--- config.mk ---
export PLATFORM = sky130hd
export DESIGN_NAME = wavelet_sample_buffer_flat
export DESIGN_NICKNAME = d
export VERILOG_FILES = /design/src/rtl/wavelet_sample_buffer_pkg.sv /design/src/rtl/wavelet_sample_buffer_if.sv /design/src/rtl/wavelet_sample_buffer_sync_fifo.sv /design/src/rtl/wavelet_sample_buffer.sv /design/src/flat_wrapper.sv
export SDC_FILE = /design/constraint.sdc
export NUM_CORES = 2
export LEC_CHECK = 0
export BUFFER_PORTS_ARGS = -buffer_cell sky130_fd_sc_hd__buf_4
export CAP_MARGIN = 15
export CELL_PAD_IN_SITES_DETAIL_PLACEMENT = 0
export CELL_PAD_IN_SITES_GLOBAL_PLACEMENT = 1
export CORE_MARGIN = 2
export CORE_UTILIZATION = 35
export DETAILED_ROUTE_END_ITERATION = 7
export PLACE_DENSITY_LB_ADDON = 0.05
export SYNTH_ARGS = -nofsm -noshare
export SYNTH_HDL_FRONTEND = slang
export SYNTH_SLANG_ARGS = --single-unit
export TNS_END_PERCENT = 100
--- constraint.sdc ---
create_clock -name CLK -period 3.7 [get_ports CLK]
set_clock_uncertainty 0.1 [all_clocks]
set_input_delay 0.37 -clock CLK [delete_from_list [all_inputs] [get_ports CLK]]
set_output_delay 0.37 -clock CLK [all_outputs]
set_load 0.01 [all_outputs]
--- src/rtl/wavelet_sample_buffer_pkg.sv ---
// rtl/wavelet_sample_buffer_pkg.sv - shared types and constants for the wavelet capture path
package hss_pkg;

   // Sample width produced by db_wavelet on output_abs_data
   localparam int SAMPLE_W = 32;

   // Capture FSM encodings
   localparam logic [1:0] ST_IDLE    = 2'd0;
   localparam logic [1:0] ST_CAPTURE = 2'd1;
   localparam logic [1:0] ST_DONE    = 2'd2;

   typedef enum logic [1:0] {
      IDLE    = ST_IDLE,
      CAPTURE = ST_CAPTURE,
      DONE    = ST_DONE
   } cap_state_t;

endpackage

--- src/rtl/wavelet_sample_buffer_if.sv ---
// rtl/wavelet_sample_buffer_if.sv - sample input, read port and status bundle of the capture buffer
interface wavelet_sample_buffer_if
   import hss_pkg::*;
#(
   parameter int DATA_WIDTH = SAMPLE_W,
   parameter int DEPTH      = 64
);
   localparam int AW = $clog2(DEPTH);

   logic                  start;
   logic [DATA_WIDTH-1:0] input_data;
   logic                  write_enable;
   logic                  rd_en;
   logic [DATA_WIDTH-1:0] rd_data;
   logic                  rd_valid;
   logic [AW:0]           count;
   logic                  empty;
   logic                  full;
   logic                  busy;
   logic                  frame_done;
   logic                  overflow;

   // Producer/consumer side: drives samples, start and read requests
   modport master (
      output start, input_data, write_enable, rd_en,
      input  rd_data, rd_valid, count, empty, full, busy, frame_done, overflow
   );

   // Buffer side
   modport slave (
      input  start, input_data, write_enable, rd_en,
      output rd_data, rd_valid, count, empty, full, busy, frame_done, overflow
   );

endinterface

--- src/rtl/wavelet_sample_buffer_sync_fifo.sv ---
// rtl/wavelet_sample_buffer_sync_fifo.sv - single-clock FIFO with registered read data and occupancy
module sync_fifo
   import hss_pkg::*;
#(
   parameter  int DATA_WIDTH = SAMPLE_W,
   parameter  int DEPTH      = 64,
   localparam int AW         = $clog2(DEPTH)
) (
   input  logic                  CLK,
   input  logic                  RST,
   input  logic                  wr_en,
   input  logic [DATA_WIDTH-1:0] wr_data,
   input  logic                  rd_en,
   output logic [DATA_WIDTH-1:0] rd_data,
   output logic                  rd_valid,
   output logic [AW:0]           count,
   output logic                  empty,
   output logic                  full
);

   localparam logic [AW:0] FULL_COUNT = (AW+1)'(DEPTH);

   logic [DATA_WIDTH-1:0] mem [DEPTH];
   logic [AW-1:0]         wr_ptr;
   logic [AW-1:0]         rd_ptr;
   logic                  do_rd;
   logic                  do_wr;
   logic [AW:0]           count_next;

   // A read on an empty FIFO is ignored; a write into a full FIFO only
   // lands when a same-cycle read frees the head slot.
   always_comb begin
      do_rd      = rd_en && !empty;
      do_wr      = wr_en && (!full || do_rd);
      count_next = count;
      case ({do_wr, do_rd})
         2'b10:   count_next = count + 1'b1;
         2'b01:   count_next = count - 1'b1;
         default: count_next = count;
      endcase
   end

   // Storage array, intentionally without reset so it maps onto RAM
   always_ff @(posedge CLK) begin
      if (do_wr) begin
         mem[wr_ptr] <= wr_data;
      end
   end

   // Pointers and registered occupancy flags
   always_ff @(posedge CLK) begin
      if (RST) begin
         wr_ptr <= '0;
         rd_ptr <= '0;
         count  <= '0;
         empty  <= 1'b1;
         full   <= 1'b0;
      end else begin
         if (do_wr) wr_ptr <= wr_ptr + 1'b1;
         if (do_rd) rd_ptr <= rd_ptr + 1'b1;
         count <= count_next;
         empty <= (count_next == '0);
         full  <= (count_next == FULL_COUNT);
      end
   end

   // Read data register: one cycle latency, holds between pops
   always_ff @(posedge CLK) begin
      if (RST) begin
         rd_data  <= '0;
         rd_valid <= 1'b0;
      end else begin
         rd_valid <= do_rd;
         if (do_rd) begin
            rd_data <= mem[rd_ptr];
         end
      end
   end

endmodule

--- src/rtl/wavelet_sample_buffer.sv ---
// rtl/wavelet_sample_buffer.sv - frame capture FSM and sample buffer behind db_wavelet
module wavelet_sample_buffer
   import hss_pkg::*;
#(
   parameter  int DATA_WIDTH = SAMPLE_W,
   parameter  int DEPTH      = 64,
   parameter  int FRAME_LEN  = 48,
   localparam int AW         = $clog2(DEPTH)
) (
   input  logic                    CLK,
   input  logic                    RST,
   wavelet_sample_buffer_if.slave  bus
);

   // Wide enough to hold FRAME_LEN-1 for any FRAME_LEN >= 1
   localparam int             CW   = $clog2(FRAME_LEN) + 1;
   localparam logic [CW-1:0]  LAST = CW'(FRAME_LEN - 1);

   cap_state_t    state;
   cap_state_t    state_next;
   logic          arm;
   logic          frame_end;
   logic          capturing;
   logic          fifo_wr;
   logic          drop;
   logic [CW-1:0] sample_cnt;
   logic          done_flag;
   logic          ovf_flag;

   // Capture state register
   always_ff @(posedge CLK) begin
      if (RST) begin
         state <= IDLE;
      end else begin
         state <= state_next;
      end
   end

   // Next state: start arms from IDLE or DONE, the last strobe of a frame ends capture
   always_comb begin
      state_next = state;
      arm        = 1'b0;
      frame_end  = 1'b0;
      case (state)
         IDLE, DONE: begin
            if (bus.start) begin
               state_next = CAPTURE;
               arm        = 1'b1;
            end
         end
         CAPTURE: begin
            if (bus.write_enable && (sample_cnt == LAST)) begin
               state_next = DONE;
               frame_end  = 1'b1;
            end
         end
         default: state_next = IDLE;
      endcase
   end

   // Strobes outside CAPTURE never reach the FIFO. A full FIFO with no
   // same-cycle read loses the sample; full implies non-empty, so rd_en
   // alone tells us a slot is being freed.
   always_comb begin
      capturing = (state == CAPTURE);
      fifo_wr   = capturing && bus.write_enable;
      drop      = fifo_wr && bus.full && !bus.rd_en;
   end

   // Frame timing counts input strobes, including dropped ones
   always_ff @(posedge CLK) begin
      if (RST) begin
         sample_cnt <= '0;
      end else if (arm) begin
         sample_cnt <= '0;
      end else if (fifo_wr) begin
         sample_cnt <= sample_cnt + 1'b1;
      end
   end

   // Sticky status, cleared whenever a new frame is armed
   always_ff @(posedge CLK) begin
      if (RST) begin
         done_flag <= 1'b0;
         ovf_flag  <= 1'b0;
      end else if (arm) begin
         done_flag <= 1'b0;
         ovf_flag  <= 1'b0;
      end else begin
         if (frame_end) done_flag <= 1'b1;
         if (drop)      ovf_flag  <= 1'b1;
      end
   end

   assign bus.busy       = capturing;
   assign bus.frame_done = done_flag;
   assign bus.overflow   = ovf_flag;

   sync_fifo #(
      .DATA_WIDTH (DATA_WIDTH),
      .DEPTH      (DEPTH)
   ) u_fifo (
      .CLK      (CLK),
      .RST      (RST),
      .wr_en    (fifo_wr),
      .wr_data  (bus.input_data),
      .rd_en    (bus.rd_en),
      .rd_data  (bus.rd_data),
      .rd_valid (bus.rd_valid),
      .count    (bus.count),
      .empty    (bus.empty),
      .full     (bus.full)
   );

endmodule

--- src/flat_wrapper.sv ---
// flat-port wrapper written by rule: the top's interface ports become plain ports
module wavelet_sample_buffer_flat import hss_pkg::*;
#(
   parameter  int DATA_WIDTH = SAMPLE_W,
   parameter  int DEPTH      = 64,
   parameter  int FRAME_LEN  = 48,
   localparam int AW         = $clog2(DEPTH)
)
  (CLK, RST, bus_start, bus_input_data, bus_write_enable, bus_rd_en, bus_rd_data, bus_rd_valid, bus_count, bus_empty, bus_full, bus_busy, bus_frame_done, bus_overflow);
  wavelet_sample_buffer_if #(.DATA_WIDTH(DATA_WIDTH), .DEPTH(DEPTH)) bus_i ();
  input  logic CLK;
  input  logic RST;
  input wire logic [$bits(bus_i.start)-1:0] bus_start;
  input wire logic [$bits(bus_i.input_data)-1:0] bus_input_data;
  input wire logic [$bits(bus_i.write_enable)-1:0] bus_write_enable;
  input wire logic [$bits(bus_i.rd_en)-1:0] bus_rd_en;
  output wire logic [$bits(bus_i.rd_data)-1:0] bus_rd_data;
  output wire logic [$bits(bus_i.rd_valid)-1:0] bus_rd_valid;
  output wire logic [$bits(bus_i.count)-1:0] bus_count;
  output wire logic [$bits(bus_i.empty)-1:0] bus_empty;
  output wire logic [$bits(bus_i.full)-1:0] bus_full;
  output wire logic [$bits(bus_i.busy)-1:0] bus_busy;
  output wire logic [$bits(bus_i.frame_done)-1:0] bus_frame_done;
  output wire logic [$bits(bus_i.overflow)-1:0] bus_overflow;
  assign bus_i.start = bus_start;
  assign bus_i.input_data = bus_input_data;
  assign bus_i.write_enable = bus_write_enable;
  assign bus_i.rd_en = bus_rd_en;
  assign bus_rd_data = bus_i.rd_data;
  assign bus_rd_valid = bus_i.rd_valid;
  assign bus_count = bus_i.count;
  assign bus_empty = bus_i.empty;
  assign bus_full = bus_i.full;
  assign bus_busy = bus_i.busy;
  assign bus_frame_done = bus_i.frame_done;
  assign bus_overflow = bus_i.overflow;
  wavelet_sample_buffer #(.DATA_WIDTH(DATA_WIDTH), .DEPTH(DEPTH), .FRAME_LEN(FRAME_LEN)) u_core (.CLK(CLK), .RST(RST), .bus(bus_i));
endmodule
After elaboration in Yosys (flattened, before gate mapping)
Memories as Yosys holds them, arrays and structs flattened. A register that Yosys moved wholly into a read port is not among the register bits.
Index checks and enable logic that the tools add are counted.
- flip-flop bits (word level): 33
- memories kept: 1
- memory bits (writable): 2048
- output and inout port bits: 45
- eq/ne operators: 8
- $add $sub $neg: 5
- reductions and logical operators: 15
- muxes and demuxes: 10
- memory list (name ; depth ; bits a word ; read ports ; clocked after memory_dff ; wr ports ; RTL line ; text):
    u_core.u_fifo.mem ; 64 ; 32 ; 1 ; 1 ; 1 ; wavelet_sample_buffer_sync_fifo.sv:23 ; logic [DATA_WIDTH-1:0] mem [DEPTH];
- operators with widths (operator ; count):
    $add A7 B1 Y7 const B ; 2
    $pmux W7 S2 ; 1
    $add A6 B1 Y6 const B ; 2
    $eq A7 B6 Y1 const B ; 1
    $eq A7 B7 Y1 const B ; 1
    $logic_not A7 Y1 ; 1
    $sub A7 B1 Y7 const B ; 1
    $logic_and A1 B1 Y1 ; 6
    $mux W1 ; 6
    $eq A2 B1 Y1 const B ; 2
    $eq A2 B2 Y1 const B ; 2
    $mux W2 ; 2
    $pmux W2 S2 ; 1
    $reduce_or A2 Y1 ; 2
    $logic_not A1 Y1 ; 3
    $logic_not A2 Y1 ; 1
    $ne A2 B1 Y1 const B ; 1
    $ne A2 B2 Y1 const B ; 1
    $reduce_and A2 Y1 ; 1
    $logic_or A1 B1 Y1 ; 1

Logic depth before layout (Yosys ltp)
- depth in word-level cells: 7
- mapped depth: 15
- gate-level depth less buffers: 12

By module
A second synthesis with hierarchy kept.
- cells, all modules: 3690
- area, all modules: 80641.1 um2
- by module, submodules not included (module ; area each (um2) ; instances ; cells an instance):
    sync_fifo ; 80158.1 ; 1 ; 3637
    wavelet_sample_buffer ; 483.0 ; 1 ; 53

Worst setup path before layout
No wires, ideal clock.
- path type: input port to flip-flop
- from: input bus_write_enable
- to: register u_core.u_fifo.empty
- library setup time: 71 ps
- setup slack: -156 ps
- data arrival time: 3686 ps
- buffers on the path: 3
- stages on the path: 15
- required time: 3529 ps
- cell sequence: and3b_1 > buf_2 > a21boi_1 > inv_1 > ha_1 > clkbuf_1 > clkbuf_1 > xor2_1 > ha_1 > or3b_2 > a2111oi_0 > nor3b_1 > mux2i_1 > nand2_1 > o21bai_1
- word-level cells in the longest chain between the ends: 5
- ends and longest elaborated chain (what ; RTL line ; text):
    start: declaration ; flat_wrapper.sv:15 ; input wire logic [$bits(bus_i.write_enable)-1:0] bus_write_enable;
    $logic_and A1 B1 Y1 * ; wavelet_sample_buffer.sv:66 ; fifo_wr = capturing && bus.write_enable;
    $logic_and A1 B1 Y1 * ; wavelet_sample_buffer_sync_fifo.sv:34 ; do_wr = wr_en && (!full || do_rd);
    $eq A2 B1 Y1 or $eq A2 B2 Y1 (tied branches) ; wavelet_sample_buffer_sync_fifo.sv:36 ; case ({do_wr, do_rd})
    $pmux W7 S2 * ; wavelet_sample_buffer_sync_fifo.sv:36 ;
    $logic_not A7 Y1 * ; wavelet_sample_buffer_sync_fifo.sv:62 ; empty <= (count_next == '0);
    end signal: assignment ; wavelet_sample_buffer_sync_fifo.sv:62 ;
    end: declaration ; wavelet_sample_buffer_sync_fifo.sv:17 ; output logic empty,
Every way passes the cells marked *; elsewhere a longest branch is shown, timed or not.
A chain may end at the register's enable or synchronous reset.

==> out/results.ini <==
[clocking]
cts_max_level=4
cts-root-buf=clkbuf_16
cts_setup_buffers=0
cts.path.max_buffers=3
cts_tree=yes
cts_buffers=226
clkTransAtPathRegs_ps=60
cts_sinks=2113
clock_latency_ps=870

[die]
die_area_sq_um=235000
io_pins=82
rows=176
die_w_um=485
fp.coreArea_sq_um=230000
initial_core_util=0.352
die_y_um=485

[worst_hold_path]
hold_class=primary input to flop
whs_path_depth=3
hold_end=u_core.u_fifo.wr_ptr[1]
hold_path.startpoint=RST

[placed_design]
dpl.hpwl_um=149000
gp_congestion=0.762
portBuffers=81

[global_route]
track_usage=0.210
antenna_found_initial=21
grt_pass1_vias=42200
grt_max_degree=65
grt_pass1_wl_um=343000
grt_overflow=0

[critical_path]
regToRegEndpoint=u_core.u_fifo.rd_data[0]
crit_path_end_kind=flop
cp.depth=8
r2r_slack_ps=180
cpMaxStageDelayCell=a32oi_1
crit_path_max_fanout=20
path_class=flop to flop
path_delay_family=compound AO/OA/AOI/OAI gates
cpMostUsedCell=buf_4
crit_required_ps=4300
start_kind=flop
crit_buf_inv=3
arrival_ps=4110
r2r-start=u_core.u_fifo.rd_ptr[0]
crit_chain=buf_12, buf_4, buf_4, mux4_2, mux2i_1, o21ai_0, a32oi_1, o21ai_1
slowest_delay_ps=810
r2r_cells=8

[sta]
fmax_mhz=284
timing.hold.ws_ps=302
slew_viol_final=0
hold_violations=0
period_share=0.950
setup-violations-final=0
rsz0062_at_grt=false
finalCriticalPeriod_ps=3520
finalSetupTns_ps=0
slew_headroom=0.272
tightest_slew_ps=1090

[yosys]
synthArstFlopShare=0
synth.distinct_cells=62
ys_warn_count=0
synth-seq-area-share=0.775
yosys.area.top_type=edfxtp_1
synth_top_flop_cell=edfxtp_1
syn_nets=3766
synth_top_area_frac=0.759
synth-edff-count=2048
ys_seq_elements=2113
synth.most_common_cell=edfxtp_1
avgSynthCellArea_sq_um=21.8
synthCells=3723
syn-cell-area_sq_um=81000
synth_common_cells=edfxtp_1 (2048), mux4_2 (452), mux2i_1 (235), nor2_1 (138), clkbuf_1 (74)
yosys-top-cells-area=edfxtp_1 (76%), mux4_2 (13%), mux2i_1 (2.9%), dfxtp_1 (1.6%), nor2_1 (0.64%)

[flow_run]
cap_violations=0

[pwr]
power.density_nw_per_um2=568
pwr-share-clk=0.423
p_leak_nw=29.4
p_sw_frac=0.223
p_switching_mw=12.1
internal_power_mw=42.2
pwr-share-comb=0.088
p_seq_frac=0.489
peakVddDrop_uv=420

[layout]
drive_above_1_share=0.287
fin_nets=4194
area_growth_pct=18.0

[detailed_routing]
post_drt_wl_per_cell_um=33.8
post_drt_via_cell_ratio=5.47
ant_nets=0
drt-pass1-iter-count=7
wl_um=249000
vias=40400
drtIter0Drc=3909
drt_drc_violations_left=0

[outcome]
status=completed

## worst register-to-register path, delay by kind of cell (launching register included)
kind            cells  cell delay (ps)
mux                 2              690
compound gates      3             1080
buf+inv             3              920
flops               1              580
## layout by cell type (no fill, tap or decap), types with 7 or more instances in the layout
| cell type | synthesis | routed |
|---|---|---|
| o21ai_1 | 26 | 26 |
| dfxtp_1 | 65 | 60 |
| o21ai_0 | 33 | 33 |
| clkinv_1 | 0 | 50 |
| nor2b_1 | 17 | 14 |
| nand3_1 | 19 | 18 |
| a221o_1 | 20 | 20 |
| xnor2_1 | 7 | 7 |
| a32oi_1 | 11 | 11 |
| buf_4 | 25 | 309 |
| a22o_1 | 15 | 15 |
| mux2i_1 | 235 | 235 |
| o211ai_1 | 7 | 7 |
| a21oi_1 | 64 | 64 |
| o22ai_1 | 27 | 27 |
| nor2_4 | 0 | 67 |
| nand2_1 | 57 | 57 |
| clkbuf_8 | 0 | 8 |
| mux2_2 | 8 | 8 |
| bufinv_16 | 0 | 28 |
| xor2_1 | 12 | 12 |
| nor2_1 | 138 | 70 |
| inv_1 | 7 | 7 |
| a22oi_1 | 43 | 43 |
| a211oi_1 | 36 | 36 |
| clkbuf_16 | 0 | 233 |
| o221ai_1 | 34 | 34 |
| clkinv_2 | 0 | 38 |
| diode_2 | 0 | 8 |
| nand2b_1 | 11 | 11 |
| mux4_2 | 452 | 452 |
| clkbuf_1 | 74 | 53 |
| buf_12 | 5 | 62 |
| dlygate4sd3_1 | 0 | 38 |
| a2111oi_0 | 19 | 17 |
| a221oi_1 | 10 | 10 |
| edfxtp_1 | 2048 | 2048 |
| nor3_1 | 24 | 23 |
## final cells by class
class | instances | area, sq um
Tap cell | 3026 | 3790
Sequential cell | 2113 | 62800
Clock buffer | 294 | 6140
Inverter | 8 | 32.5
Clock inverter | 130 | 1390
Antenna cell | 8 | 20.0
Timing Repair Buffer | 410 | 3950
Fill cell | 19900 | 135000
Multi-Input combinational cell | 1392 | 17400
## metrics by stage
step            util  worst slack [ps]  power [mW]  instances  cell area (sq um)
6_report       0.415               184        54.3       7381              95600
5_1_grt        0.415              47.7        56.1       7374              95600
4_1_cts        0.415               181        54.9       7372              95500
3_5_place_dp   0.381               180        31.9       6910              87600
3_3_place_gp   0.381              42.5        31.8       6909              87600
2_1_floorplan      -              35.0        30.2       3723              81000
## cell families (layout without fill, tap and decap cells)
group           after synthesis  after routing  share of synthesized area
buf+inv                     218            842                     0.0162
other cells                   0              8                          0
flops                      2113           2113                      0.775
simple gates                305            305                     0.0174
compound gates              367            367                     0.0323
fa+ha+maj                     6              6                   0.000927
xor+xnor                     19             19                    0.00205
mux                         695            695                      0.156
## timing repair
item | 4_1_cts | 5_1_grt
hold buffers | 38 | 0
endpoints found under the setup margin | 0 | 0
resized for setup | 0 | 0
endpoints found under the hold margin | 1776 | 0
## layer usage
layer  track usage  up-vias  share of wire
met1         0.295    22400           0.45
met2         0.348     1060           0.49
met5             0        -              0
met4        0.0486        0          0.019
li1              -    16600              -
met3        0.0300      303          0.045
## how the worst max path moves through the flow
stage | startpoint | end | slack (ps)
after global placement | bus_write_enable | u_core.u_fifo.empty | 40
after floorplan | bus_write_enable | u_core.u_fifo.empty | 40
after CTS | u_core.u_fifo.rd_ptr[0] | u_core.u_fifo.rd_data[0] | 180
after detailed placement | u_core.u_fifo.rd_ptr[0] | u_core.u_fifo.rd_data[0] | 180
final | u_core.u_fifo.rd_ptr[0] | u_core.u_fifo.rd_data[0] | 180
after global routing | u_core.u_fifo.rd_ptr[0] | u_core.u_fifo.rd_data[0] | 50
## registers in the layout (all words and copies together) (netlist names), 2 cells and up
signal and flops:
u_core.u_fifo.mem 2048, u_core.u_fifo.rd_data 32, u_core.sample_cnt 7, u_core.u_fifo.count 7, u_core.u_fifo.rd_ptr 6, u_core.u_fifo.wr_ptr 6, u_core.state 2
## power by group through the flow
stage               logic (mW)  clock network, mW  registers (mW)
finish                    4.80               22.9            26.5
global route              5.16               24.4            26.5
CTS                       4.91               23.5            26.5
detailed placement        4.87                  0            27.0
global placement          4.80                  0            27.0
floorplan                 3.28                  0            26.9
Note: power is estimated with default switching activity, not from simulation.
